==> src/rtl/control_pkg.sv <==
// ============================================================================
//  control_pkg
//  Opcodes, control-word bit positions and named microcode words shared
//  by the control sequencer of the 8-bit computer.
//  Revision: 1.0
// ============================================================================
`default_nettype none

package control_pkg;

  localparam int STEP_W = 3;

  localparam logic [3:0] c_OP_NOP = 4'b0000;
  localparam logic [3:0] c_OP_LDA = 4'b0001;
  localparam logic [3:0] c_OP_ADD = 4'b0010;
  localparam logic [3:0] c_OP_SUB = 4'b0011;
  localparam logic [3:0] c_OP_STA = 4'b0100;
  localparam logic [3:0] c_OP_LDI = 4'b0101;
  localparam logic [3:0] c_OP_JMP = 4'b0110;
  localparam logic [3:0] c_OP_JC  = 4'b0111;
  localparam logic [3:0] c_OP_JZ  = 4'b1000;
  localparam logic [3:0] c_OP_OUT = 4'b1110;
  localparam logic [3:0] c_OP_HLT = 4'b1111;

  localparam int c_BIT_HLT = 15;
  localparam int c_BIT_MI  = 14;
  localparam int c_BIT_RI  = 13;
  localparam int c_BIT_RO  = 12;
  localparam int c_BIT_IO  = 11;
  localparam int c_BIT_II  = 10;
  localparam int c_BIT_AI  = 9;
  localparam int c_BIT_AO  = 8;
  localparam int c_BIT_EO  = 7;
  localparam int c_BIT_SU  = 6;
  localparam int c_BIT_BI  = 5;
  localparam int c_BIT_OI  = 4;
  localparam int c_BIT_CE  = 3;
  localparam int c_BIT_CO  = 2;
  localparam int c_BIT_J   = 1;
  localparam int c_BIT_FI  = 0;

  localparam logic [15:0] c_CW_HLT = 16'h0001 << c_BIT_HLT;
  localparam logic [15:0] c_CW_MI  = 16'h0001 << c_BIT_MI;
  localparam logic [15:0] c_CW_RI  = 16'h0001 << c_BIT_RI;
  localparam logic [15:0] c_CW_RO  = 16'h0001 << c_BIT_RO;
  localparam logic [15:0] c_CW_IO  = 16'h0001 << c_BIT_IO;
  localparam logic [15:0] c_CW_II  = 16'h0001 << c_BIT_II;
  localparam logic [15:0] c_CW_AI  = 16'h0001 << c_BIT_AI;
  localparam logic [15:0] c_CW_AO  = 16'h0001 << c_BIT_AO;
  localparam logic [15:0] c_CW_EO  = 16'h0001 << c_BIT_EO;
  localparam logic [15:0] c_CW_SU  = 16'h0001 << c_BIT_SU;
  localparam logic [15:0] c_CW_BI  = 16'h0001 << c_BIT_BI;
  localparam logic [15:0] c_CW_OI  = 16'h0001 << c_BIT_OI;
  localparam logic [15:0] c_CW_CE  = 16'h0001 << c_BIT_CE;
  localparam logic [15:0] c_CW_CO  = 16'h0001 << c_BIT_CO;
  localparam logic [15:0] c_CW_J   = 16'h0001 << c_BIT_J;
  localparam logic [15:0] c_CW_FI  = 16'h0001 << c_BIT_FI;

  localparam logic [15:0] c_FETCH0   = c_CW_CO | c_CW_MI;
  localparam logic [15:0] c_FETCH1   = c_CW_RO | c_CW_II | c_CW_CE;
  localparam logic [15:0] c_ADDR_IR  = c_CW_IO | c_CW_MI;
  localparam logic [15:0] c_RAM_TO_A = c_CW_RO | c_CW_AI;
  localparam logic [15:0] c_RAM_TO_B = c_CW_RO | c_CW_BI;
  localparam logic [15:0] c_ALU_ADD  = c_CW_EO | c_CW_AI | c_CW_FI;
  localparam logic [15:0] c_ALU_SUB  = c_CW_EO | c_CW_AI | c_CW_SU | c_CW_FI;
  localparam logic [15:0] c_A_TO_RAM = c_CW_AO | c_CW_RI;
  localparam logic [15:0] c_IR_TO_A  = c_CW_IO | c_CW_AI;
  localparam logic [15:0] c_JUMP     = c_CW_IO | c_CW_J;
  localparam logic [15:0] c_A_TO_OUT = c_CW_AO | c_CW_OI;
  localparam logic [15:0] c_HALT     = c_CW_HLT;

endpackage

`default_nettype wire

==> src/rtl/step_counter.sv <==
// ============================================================================
//  step_counter
//  Modulo-COUNT T-state counter with enable and synchronous clear.
//  Revision: 1.0
// ============================================================================
`default_nettype none

module step_counter #(
  parameter int COUNT = 5,
  parameter int W     = 3
) (
  input  logic         clock,
  input  logic         reset,
  input  logic         enable,
  input  logic         clear,
  output logic [W-1:0] count
);

  logic [W-1:0] r_count;

  always_ff @(posedge clock or posedge reset) begin
    if (reset) begin
      r_count <= '0;
    end else if (enable) begin
      if (clear || r_count == W'(COUNT - 1)) begin
        r_count <= '0;
      end else begin
        r_count <= r_count + 1'b1;
      end
    end
  end

  assign count = r_count;

endmodule

`default_nettype wire

==> src/rtl/control_sequencer.sv <==
// ============================================================================
//  control_sequencer
//  Microcode sequencer: steps T-states and decodes the 16-bit control word.
//  Revision: 1.0
// ============================================================================
`default_nettype none

module control_sequencer
  import control_pkg::*;
#(
  parameter int STEP_COUNT = 5,
  parameter bit EARLY_END  = 1'b1
) (
  input  logic              clock,
  input  logic              reset,
  input  logic              run,
  input  logic [3:0]        opcode,
  input  logic              carry_flag,
  input  logic              zero_flag,
  output logic [15:0]       control,
  output logic [STEP_W-1:0] step,
  output logic              halted
);

  function automatic logic [15:0] decode(input logic [STEP_W-1:0] s,
                                         input logic [3:0]        op,
                                         input logic              cf,
                                         input logic              zf);
    logic [15:0] cw;
    cw = '0;
    case (s)
      3'd0: cw = c_FETCH0;
      3'd1: cw = c_FETCH1;
      3'd2: begin
        case (op)
          c_OP_LDA, c_OP_ADD, c_OP_SUB, c_OP_STA: cw = c_ADDR_IR;
          c_OP_LDI: cw = c_IR_TO_A;
          c_OP_JMP: cw = c_JUMP;
          c_OP_JC:  cw = cf ? c_JUMP : '0;
          c_OP_JZ:  cw = zf ? c_JUMP : '0;
          c_OP_OUT: cw = c_A_TO_OUT;
          c_OP_HLT: cw = c_HALT;
          default:  cw = '0;
        endcase
      end
      3'd3: begin
        case (op)
          c_OP_LDA:           cw = c_RAM_TO_A;
          c_OP_ADD, c_OP_SUB: cw = c_RAM_TO_B;
          c_OP_STA:           cw = c_A_TO_RAM;
          default:            cw = '0;
        endcase
      end
      3'd4: begin
        case (op)
          c_OP_ADD: cw = c_ALU_ADD;
          c_OP_SUB: cw = c_ALU_SUB;
          default:  cw = '0;
        endcase
      end
      default: cw = '0;
    endcase
    return cw;
  endfunction

  logic              r_halted;
  logic [STEP_W-1:0] w_step_next;
  logic              w_halt_set;
  logic              w_enable;
  logic              w_early_end;

  assign w_step_next = step + 1'b1;
  assign w_halt_set  = run && !r_halted && (step == 3'd2) && (opcode == c_OP_HLT);
  // The halting edge must not advance the step, so step freezes at 2.
  assign w_enable    = run && !r_halted && !w_halt_set;
  assign w_early_end = EARLY_END && (step >= 3'd2) &&
                       (decode(w_step_next, opcode, carry_flag, zero_flag) == 16'h0000);

  step_counter #(
    .COUNT (STEP_COUNT),
    .W     (STEP_W)
  ) u_step_counter (
    .clock  (clock),
    .reset  (reset),
    .enable (w_enable),
    .clear  (w_early_end),
    .count  (step)
  );

  always_ff @(posedge clock or posedge reset) begin
    if (reset) begin
      r_halted <= 1'b0;
    end else if (w_halt_set) begin
      r_halted <= 1'b1;
    end
  end

  assign halted = r_halted;

  // Reset gates the word combinationally so it drops in the same cycle.
  always_comb begin
    control = '0;
    if (reset) begin
      control = '0;
    end else if (r_halted) begin
      control = c_HALT;
    end else if (!run) begin
      control = '0;
    end else begin
      control = decode(step, opcode, carry_flag, zero_flag);
    end
  end

endmodule

`default_nettype wire

==> config.mk <==
export PLATFORM = sky130hd
export DESIGN_NAME = control_sequencer
export DESIGN_NICKNAME = d
export VERILOG_FILES = /design/src/rtl/control_pkg.sv /design/src/rtl/step_counter.sv /design/src/rtl/control_sequencer.sv
export SDC_FILE = /design/constraint.sdc
export NUM_CORES = 1
export LEC_CHECK = 0
export ABC_AREA = 1
export BUFFER_PORTS_ARGS = -buffer_cell sky130_fd_sc_hd__buf_2
export CORE_UTILIZATION = 50
export CTS_CLUSTER_SIZE = 14
export DETAILED_ROUTE_END_ITERATION = 16
export GPL_TIMING_DRIVEN = 0
export PLACE_DENSITY = 0.83
export SLEW_MARGIN = 20
export SYNTH_ARGS = -nofsm -noshare
export SYNTH_HDL_FRONTEND = slang
export SYNTH_SLANG_ARGS = --single-unit
==> constraint.sdc <==
create_clock -name clock -period 5 [get_ports clock]
set_input_delay 0.75 -clock clock [delete_from_list [all_inputs] [get_ports clock]]
set_output_delay 0.75 -clock clock [all_outputs]
set_load 0.05 [all_outputs]
**Word-level counts from Yosys, hierarchy flattened**

Index checks and enable logic that the tools add are counted.
Widths: inputs -> output; s select.

- Register bits after elaboration: 4
- Latch bits: 0
- Memory bits (writable): 0
- Memory bits (read-only): 0
- Output and inout port bits: 20
- Word-level logic and storage cells: 46
- Memories: 0

- $add $sub $neg: 1
- Multiply operators: 0
- Divide/modulo/power cells: 0
- Magnitude comparators: 1
- Eq/ne operators: 18
- Shift-type cells: 0
- Muxes and demuxes: 11
- Bitwise gates (word level): 0
- Reductions and logical operators: 13

Operators with widths:

| cell | number |
|---|---|
| $pmux 16 s5 | 2 |
| $pmux 16 s7 | 1 |
| $mux 16 | 3 |
| $pmux 14 s3 | 1 |
| $mux 12 | 2 |
| $pmux 10 s2 | 1 |
| $eq 4x3->1 const B | 4 |
| $logic_not 16->1 | 1 |
| $eq 3x2->1 const B | 4 |
| $eq 4x4->1 const B | 3 |
| $eq 4x2->1 const B | 2 |
| $eq 3x1->1 const B | 2 |
| $eq 3x3->1 const B | 2 |
| $logic_not 3->1 | 2 |
| $logic_and 1x1->1 | 5 |
| $eq 4x1->1 const B | 1 |
| $reduce_or 4->1 | 1 |
| $add 3x1->3 const B | 1 |
| $ge 3x2->1 const B | 1 |
| $mux 3 | 1 |
| $logic_not 1->1 | 2 |
| $reduce_or 2->1 | 1 |
| $logic_or 1x1->1 | 1 |

**Longest topological paths before layout**

Gate-level depths: netlist of the first run.

- Word-level depth: 8
- Gate-level depth with buffers: 12
- Gate-level depth less buffers: 12

**By module**

Synthesis of the first run repeated with hierarchy kept, for this count alone.

- Cells, all modules: 130
- Area total of the unflattened synthesis: 716.9 µm²

By module, submodules not included:

| module | times used | cells an instance | area an instance (µm²) |
|---|---|---|---|
| control_sequencer | 1 | 104 | 533.0 |
| step_counter | 1 | 26 | 183.9 |

**Least setup slack after synthesis of the first run**

Ideal clock, no wire load.

- Path kind: reg2out
- From: reg u_step_counter.r_count[0], in the netlist u_step_counter.count[0]
- To: out control[6]
- Data arrival time: 2.354 ns
- Path slack: 1.896 ns
- Stages on the path, launching flop included: 5
- Cells stage by stage: dfrtp_1 -> ha_1 -> ha_1 -> o21ai_1 -> nor3_1

- Cells in the longest elaborated chain, start to end: 5
- Elaborated cells on any way between the ends: 9
- Classes of those cells: eq/ne: 4; mux: 4; reduce/logical: 1

Ends and longest elaborated chain:

| item | line | text |
|---|---|---|
| from (decl) | step_counter.sv:19 | `logic [W-1:0] r_count;` |
| from (signal assigned) | step_counter.sv:28 | `r_count <= r_count + 1'b1;` |
| $eq 3x3->1, or another cell as far along | control_sequencer.sv:31 | `case (s)` |
| $pmux 16 s5 (*) | control_sequencer.sv:31 |  |
| $mux 16 (*) | control_sequencer.sv:107 | `end else if (!run) begin` |
| $mux 16 (*) | control_sequencer.sv:105 | `end else if (r_halted) begin` |
| $mux 16 (*) | control_sequencer.sv:103 | `if (reset) begin` |
| to (decl) | control_sequencer.sv:20 | `output logic [15:0] control,` |

Every way passes the cells marked *; elsewhere a longest branch is shown, timed or not.

**Worst setup path after layout of the first run**

- From: in opcode[3]
- To: out control[7]

- Cells in the longest elaborated chain, start to end: 7
- Elaborated cells on any way between the ends: 17
- Classes of those cells: eq/ne: 10; mux: 6; reduce/logical: 1

Ends and longest elaborated chain:

| item | line | text |
|---|---|---|
| from (decl) | control_sequencer.sv:17 | `input logic [3:0] opcode,` |
| $eq 4x2->1, or another cell as far along | control_sequencer.sv:35, control_sequencer.sv:55 |  |
| $reduce_or 4->1 | control_sequencer.sv:35 | `case (op)` |
| $pmux 16 s7 | control_sequencer.sv:35 |  |
| $pmux 16 s5 (*) | control_sequencer.sv:31 |  |
| $mux 16 (*) | control_sequencer.sv:107 |  |
| $mux 16 (*) | control_sequencer.sv:105 |  |
| $mux 16 (*) | control_sequencer.sv:103 |  |

Marks and branches as above.

==> summary.md, run 1 <==
| Metric | Value |
|---|---|
| WL/cell | 9.93 um |
| RR Endpoint | u_step_counter.count[1] |
| Slew headroom | 0.801 |
| Postcts setup bufs | 0 |
| Period utilization | 0.526 |
| Asr flop ratio synth | 1.00 |
| Placed inst area | 837 sq um |
| Clk buf depth | 2 |
| Drt drc | 0 |
| Final setup fails | 0 |
| Max capacitance violation total | 0 |
| Cts bufs inserted | 3 |
| 1st-iter DRT viols | 12 |
| Crit end category | output pin |
| Placed insts | 159 |
| Via count | 809 |
| RR Startpoint | u_step_counter.count[0] |
| Resized cells post-CTS | 0 |
| Critical path required time | 4.25 ns |
| Sequential area share after synthesis | 0.147 |
| Worst path bufs/invs | 4 |
| Syn Inst Count | 117 |
| Port Buffers | 28 |
| Post-route ant nets | 0 |
| Synth Area per Inst | 5.81 sq um |
| H-Tree Depth | 1 |
| Final hold vios | 0 |
| WL final | around 1600 um |
| Post-cts hold buffer count | 0 |
| Warnings from Yosys | 0 |
| Hold Crit Class | primary input to asynchronous set/reset pin |
| Pre-CTS WS | 2.37 ns |
| Commonest non-fill, non-tap cell in the layout | nand2_1 |
| Status | complete, no violations |
| 1st-pass router iterations | 4 |
| FP Rows | 12 |
| Seq cells post-synth | 4 |
| Layout cells sized above 1 | 0.351 |
| Die W | 38.9 um |
| Fmax | 0.380 GHz |
| Crit-path cells | buf_2, nor2_2, nand2_1, nor2_1, inv_1, nor2_1, buf_4, buf_2 |
| Final setup TNS | 0 ns |
| CP Launch Type | primary input |
| Post-synth top flop | dfrtp_1 |
| Design Area, Final | between 800 and 900 sq um |
| CTS tree | built |
| Final core area utilization | 0.725 |
| Setup Skew | 0.00877 ns |
| Post-Syn Area | 679 sq um |
| CP max stage cell | buf_2 |
| Family with the most delay on the worst path | buffers and inverters |
| WP data arrival | 1.88 ns |
| CTS root buf | clkbuf_4 |
| Critical path start-end classification | primary input to output pin |
| Die ar. | 1510 sq um |
| Starting Density | 0.573 |
| LEAKAGE | 0.533 nW |
| Worst-Skew Late Latency | 0.23 ns |
| Net count after synthesis | around 130 |
| Final Slew Violations | 0 |
| Worst-path maximum fanout | 5 |
| R2r setup slk | 3.12 ns |
| Most frequent cells in the layout | nand2_1, buf_2, inv_1, nor2_1, nand3_1 |
| CTS sink cnt | 4 |
| Cell variety after synth | 22 |
| Synth area leader | nand2_1 |
| Total congestion overflow | 0 |
| Die Height | 38.9 um |
| Initial antenna violation count | 0 |
| Synth top area cells | nand2_1, dfrtp_1, ha_1, inv_1, nand3_1 |
| Worst Tran Pin Value | 0.297 ns |
| Yosys top cell area share | 0.171 |
| Power Dens Cells | 108 nW/um^2 |
| Worst hold slack | 0.404 ns |
| Nets | 166 |
| Number of flops mapped to enable cells by yosys | 0 |
| Final cell count without fillers | 162 |
| Ant diodes | 0 |
| First-pass GRT wire length | ~2700 um |
| Ports | 29 |
| Area Growth Syn to Fin | 26.5% |
| Pwr Total | 0.0928 mW |
| Via/cell ratio | 4.99 |
| Final worst slack | 2.37 ns |
| VDD IR max | 0.000101 V |
| Post-DP HPWL | around 1300 um |
| Number of global-route vias before repair | 704 |
| Max incr delay on CP | 0.25 ns |
| R2R depth | 12 |
| Pin count of the biggest net entering global routing | 8 |
| WP depth | 8 |
| Routability cong. | between 0.9 and 1 |
| Core ar. | roughly 1200 sq um |
| Reg clk slew, reported paths | 0.04 ns |
| Final Critical Period | between 2 and 3 ns |
| Gr usage total | 0.264 |
| Unrepaired setup endpoints after global routing | no |
-- synth_stat cells, types with 2 or more instances --
library cell / count
nor3_1: 2
a31oi_1: 3
nand3_1: 11
nand2_2: 5
a21oi_1: 2
inv_1: 16
ha_1: 7
inv_2: 7
nor2_1: 14
buf_4: 2
nor2_2: 3
dfrtp_1: 4
nand2_1: 31
nand4_1: 2
-- cell type report --
| class | count | area [sq um] |
|---|---|---|
| Buffer | 2 | 15.0 |
| Tap cell | 14 | 17.5 |
| Clock buffer | 3 | 22.5 |
| Fill cell | 121 | 327 |
| Multi-Input combinational cell | 88 | 478 |
| Inverter | 23 | 86.3 |
| Sequential cell | 4 | 100 |
| Timing Repair Buffer | 28 | 140 |
-- worst max-delay path by stage --
| stage | end | slack, ns | from |
|---|---|---|---|
| floorplan | control[6] | 1.90 | u_step_counter.count[0] |
| global route | control[7] | 2.20 | u_step_counter.count[0] |
| CTS | control[7] | 2.36 | opcode[3] |
| finish | control[7] | 2.37 | opcode[3] |
| detailed placement | control[7] | 2.37 | opcode[3] |
| global placement | control[7] | 2.39 | opcode[3] |
-- registers in the layout (all words and copies together), names as in the netlist --
register	count
u_step_counter.count	3
halted	1
-- kinds of logic after synthesis --
group,share of synthesized area
buffers and inverters,0.149
AND/OR/NAND/NOR,0.479
AO/OA/AOI/OAI,0.0958
flip-flops,0.147
adder cells (fa/ha/maj),0.129
-- report_power, final --
group | total [mW] | switching, mW | internal (mW)
sequential | 0.0325 | 0 | 0.0325
combinational | 0.0200 | 0.0136 | 0.00637
clock | 0.0403 | 0.0134 | 0.0269
-- routing by layer --
metal / vias to the layer above / global-route usage / wire length [um]
li1: 431 / - / -
met1: 359 / 0.296 / 759
met2: 17 / 0.483 / 796
met3: 2 / 0.0347 / 38
met4: 0 / 0.121 / 14
met5: - / 0 / 0
Note: power is estimated with default switching activity, not from simulation.
==> run 2: changes to the inputs <==
--- a/config.mk
+++ b/config.mk
@@ -5,13 +5,13 @@
 export SDC_FILE = /design/constraint.sdc
 export NUM_CORES = 1
 export LEC_CHECK = 0
-export ABC_AREA = 1
+export ABC_AREA = 0
 export BUFFER_PORTS_ARGS = -buffer_cell sky130_fd_sc_hd__buf_2
-export CORE_UTILIZATION = 50
+export CORE_UTILIZATION = 48
 export CTS_CLUSTER_SIZE = 14
 export DETAILED_ROUTE_END_ITERATION = 16
 export GPL_TIMING_DRIVEN = 0
-export PLACE_DENSITY = 0.83
+export PLACE_DENSITY = 0.79
 export SLEW_MARGIN = 20
 export SYNTH_ARGS = -nofsm -noshare
 export SYNTH_HDL_FRONTEND = slang
==> constraint.sdc (replaced) <==
create_clock -name clock -period 2.7 [get_ports clock]
set_input_delay 0.405 -clock clock [delete_from_list [all_inputs] [get_ports clock]]
set_output_delay 0.405 -clock clock [all_outputs]
set_load 0.05 [all_outputs]
==> run 2 against run 1 <==
Sequential power rose to 3.6 times the previous value. Combinational power increased to 30 times the previous value. Register-to-register slack got worse by 2.6 ns. Synthesized area rose by 9.8%. Via count up 8.4%. First-iteration DRC count grew 8.3%. Clock skew barely moved. Clock power up 88%. Clock-buffer cell count stayed put. Worst setup slack lost 2.3 ns. Largest cell class unchanged.
==> summary.md, run 2 <==
| Metric | Value |
|---|---|
| Status | complete, no violations |
| Placed inst area | 932 sq um (+11%) |
| Routability cong. | 0.892 (-1.1%) |
| Max capacitance violation total | 0 (unchanged) |
| R2R depth | 7 (-5) |
| Asr flop ratio synth | 1.00 (unchanged) |
| Die W | 41.4 um (+6.6%) |
| Routed met3 length | 125 um (+230%) |
| First-pass GRT wire length | 3160 um (+16%) |
| Hold Crit Class | primary input to asynchronous set/reset pin |
| RR Endpoint | u_step_counter.count[1] |
| Critical path start-end classification | flip-flop to output pin |
| Cell variety after synth | 42 (+91%) |
| DR WL met2 | 982 um (+23%) |
| CP max stage cell | nor2b_1 |
| Sw frac | 0.579 (+0.288) |
| Post-synth top flop | dfrtp_1 |
| Commonest cells in the netlist | nor2_1, ha_1, inv_1, nand2_1, nor3_1 |
| CTS root buf | clkbuf_4 |
| WL/cell | 13.3 um (+34%) |
| Net count after synthesis | 116 (-13%) |
| Synth Area per Inst | 7.46 sq um (+28%) |
| Max FFs per register | 3 (unchanged) |
| Critical path required time | 2.30 ns (-1.95 ns) |
| Via/cell ratio | 6.01 (+20%) |
| Switching Power | 0.465 mW (+1600%) |
| Max incr delay on CP | 0.43 ns (+0.18 ns) |
| Seq cells post-synth | 4 (unchanged) |
| RR Startpoint | u_step_counter.count[2] |
| Design Area, Final | 955 sq um (+11%) |
| Logic pwr share | 0.759 (+0.544) |
| Reg power frac | 0.147 (-0.204) |
| FP Rows | 13 (+1) |
| Number of global-route vias before repair | 757 (+7.5%) |
| Worst hold slack | 0.0659 ns (-0.338 ns) |
| Gr usage total | 0.227 (-0.0374) |
| Postcts setup bufs | 0 (unchanged) |
| R2r setup slk | 0.54 ns (-2.58 ns) |
| Unrepaired setup endpoints after global routing | no |
| Syn Inst Count | 100 (-15%) |
| LEAKAGE | 0.485 nW (-9.0%) |
| Layout cells sized above 1 | 0.344 (-0.00784) |
| Final cell count without fillers | 146 (-9.9%) |
| Port Buffers | 28 (unchanged) |
| Crit-path cells | inv_1, ha_1, nor2b_1, mux2_2, a31oi_1, nor2_1, buf_2 |
| Core ar. | 1370 sq um (+15%) |
| Final setup fails | 0 (unchanged) |
| Post-Syn Area | 746 sq um (+9.8%) |
| CTS sink cnt | 4 (unchanged) |
| 1st-pass router iterations | 4 (unchanged) |
| Area Growth Syn to Fin | 28.0% |
| Final Slew Violations | 0 (unchanged) |
| Worst Tran Pin Value | 0.481 ns (+0.184 ns) |
| Pin count of the biggest net entering global routing | 11 (+3) |
| Warnings from Yosys | 0 (unchanged) |
| Synth top area cells | dfrtp_1, ha_1, nor2_1, o32ai_4, inv_1 |
| Crit end category | output pin |
| Placed insts | 143 (-10%) |
| Initial antenna violation count | 0 (unchanged) |
| Post-cts hold buffer count | 0 (unchanged) |
| 1st-iter DRT viols | 13 (+1) |
| Pint | 0.338 mW (+410%) |
| Family with the most delay on the worst path | simple AND/OR/NAND/NOR gates |
| Worst-Skew Late Latency | 0.24 ns (about the same) |
| Final setup TNS | 0 ns (unchanged) |
| Yosys top cell area share | 0.134 (-0.0370) |
| Number of flops mapped to enable cells by yosys | 0 (unchanged) |
| WL final | 1940 um (+21%) |
| Reg clk slew, reported paths | 0.04 ns (about the same) |
| Power Dens Cells | 841 nW/um^2 (+680%) |
| Top-count cell post-synth | nor2_1 |
| Die ar. | 1720 sq um (+14%) |
| Setup Skew | 0.00833 ns (-0.000446 ns) |
| Nets | 149 (-10%) |
| Ports | 29 (unchanged) |
| Resized cells post-CTS | 0 (unchanged) |
| Uppermost routed layer | met3 |
| Total congestion overflow | 0 (unchanged) |
| Cts bufs inserted | 3 (unchanged) |
| Post-route ant nets | 0 (unchanged) |
| Clk buf depth | 2 (unchanged) |
| Final worst slack | 0.0889 ns (-2.28 ns) |
| Ant diodes | 0 (unchanged) |
| Starting Density | 0.546 (-0.0270) |
| Drt drc | 0 (unchanged) |
| H-Tree Depth | 1 (unchanged) |
| Most frequent cells in the layout | buf_2, nor2_1, inv_1, ha_1, nand2_1 |
| Die Height | 41.4 um (+6.6%) |
| Synth area leader | dfrtp_1 |
| Final Critical Period | 2.61 ns |
| Worst path bufs/invs | 2 (-2) |
| CP Launch Type | flip-flop |
| Post-DP HPWL | 1500 um (+13%) |
| Slew headroom | 0.677 (-0.124) |
| Sequential area share after synthesis | 0.134 (-0.0131) |
| VDD IR max | 0.000703 V (+600%) |
| Fmax | 0.383 GHz |
| WP data arrival | 2.21 ns (+0.33 ns) |
| Clock power share | 0.094 (-0.340) |
| Wire length on met1 | 835 um (+10%) |
| Via count | 877 (+8.4%) |
| Worst-path maximum fanout | 7 (+2) |
| Period utilization | 0.967 |
| Final hold vios | 0 (unchanged) |
| Commonest non-fill, non-tap cell in the layout | buf_2 |
| Pre-CTS WS | 0.393 ns (-1.97 ns) |
| CTS tree | built |
run 2: cell count changes in the layout (fill, tap and decap cells not counted), moves of 3 or more:
cell / change
nand2_1: -25
inv_1: -9
nand3_1: -8
inv_2: -7
nand2_2: -5
and3_1: +4
nand2b_1: +4
o21ai_0: +4
and2_1: +3
nor2_1: -3
nor2_2: -3
nor3_2: +3
run 2: stage by stage:
stage,total power [mW],util
2_1_floorplan,0.598,-
3_3_place_gp,0.708,0.682
3_5_place_dp,0.721,0.682
4_1_cts,0.802,0.699
5_1_grt,0.862,0.699
6_report,0.803,0.699
run 2: layer usage:
| layer | GRT usage | up-vias |
|---|---|---|
| li1 | - | 437 |
| met1 | 0.282 | 395 |
| met2 | 0.397 | 45 |
| met3 | 0.0261 | 0 |
| met4 | 0.0839 | 0 |
| met5 | 0 | - |
run 2: worst max-delay path by stage:
| stage | slack [ns] | cells past startpoint | startpoint | endpoint |
|---|---|---|---|---|
| 3_3_place_gp | 0.42 | 7 | u_step_counter.count[0] | control[9] |
| 2_1_floorplan | -0.03 | 5 | u_step_counter.count[0] | control[8] |
| 4_1_cts | 0.13 | 7 | u_step_counter.count[0] | control[9] |
| 5_1_grt | 0.003 | 7 | u_step_counter.count[0] | control[9] |
| 3_5_place_dp | 0.39 | 7 | u_step_counter.count[0] | control[9] |
| 6_report | 0.09 | 7 | u_step_counter.count[0] | control[9] |
run 2: cell families (layout without fill, tap and decap cells):
group                    Yosys count  after routing  share of synthesized area
AO/OA/AOI/OAI                     26             26                      0.273
adder cells (fa/ha/maj)            7              7                      0.117
buffers and inverters             13             44                     0.0889
flip-flops                         4              4                      0.134
multiplexers                       2              2                     0.0285
AND/OR/NAND/NOR                   48             48                      0.357
run 2: final cells by class:
class | instances | area, sq um
Buffer | 6 | 40.0
Clock buffer | 3 | 22.5
Fill cell | 117 | 412
Inverter | 7 | 26.3
Multi-Input combinational cell | 83 | 607
Sequential cell | 4 | 100
Tap cell | 15 | 18.8
Timing Repair Buffer | 28 | 140
run 2: power by group through the flow:
stage          Sequential (mW)  Combinational (mW)  Clock (mW)
2_1_floorplan            0.196               0.402           0
3_3_place_gp             0.117               0.590           0
3_5_place_dp             0.117               0.604           0
4_1_cts                  0.117               0.606      0.0799
5_1_grt                  0.121               0.658      0.0828
6_report                 0.118               0.609      0.0758
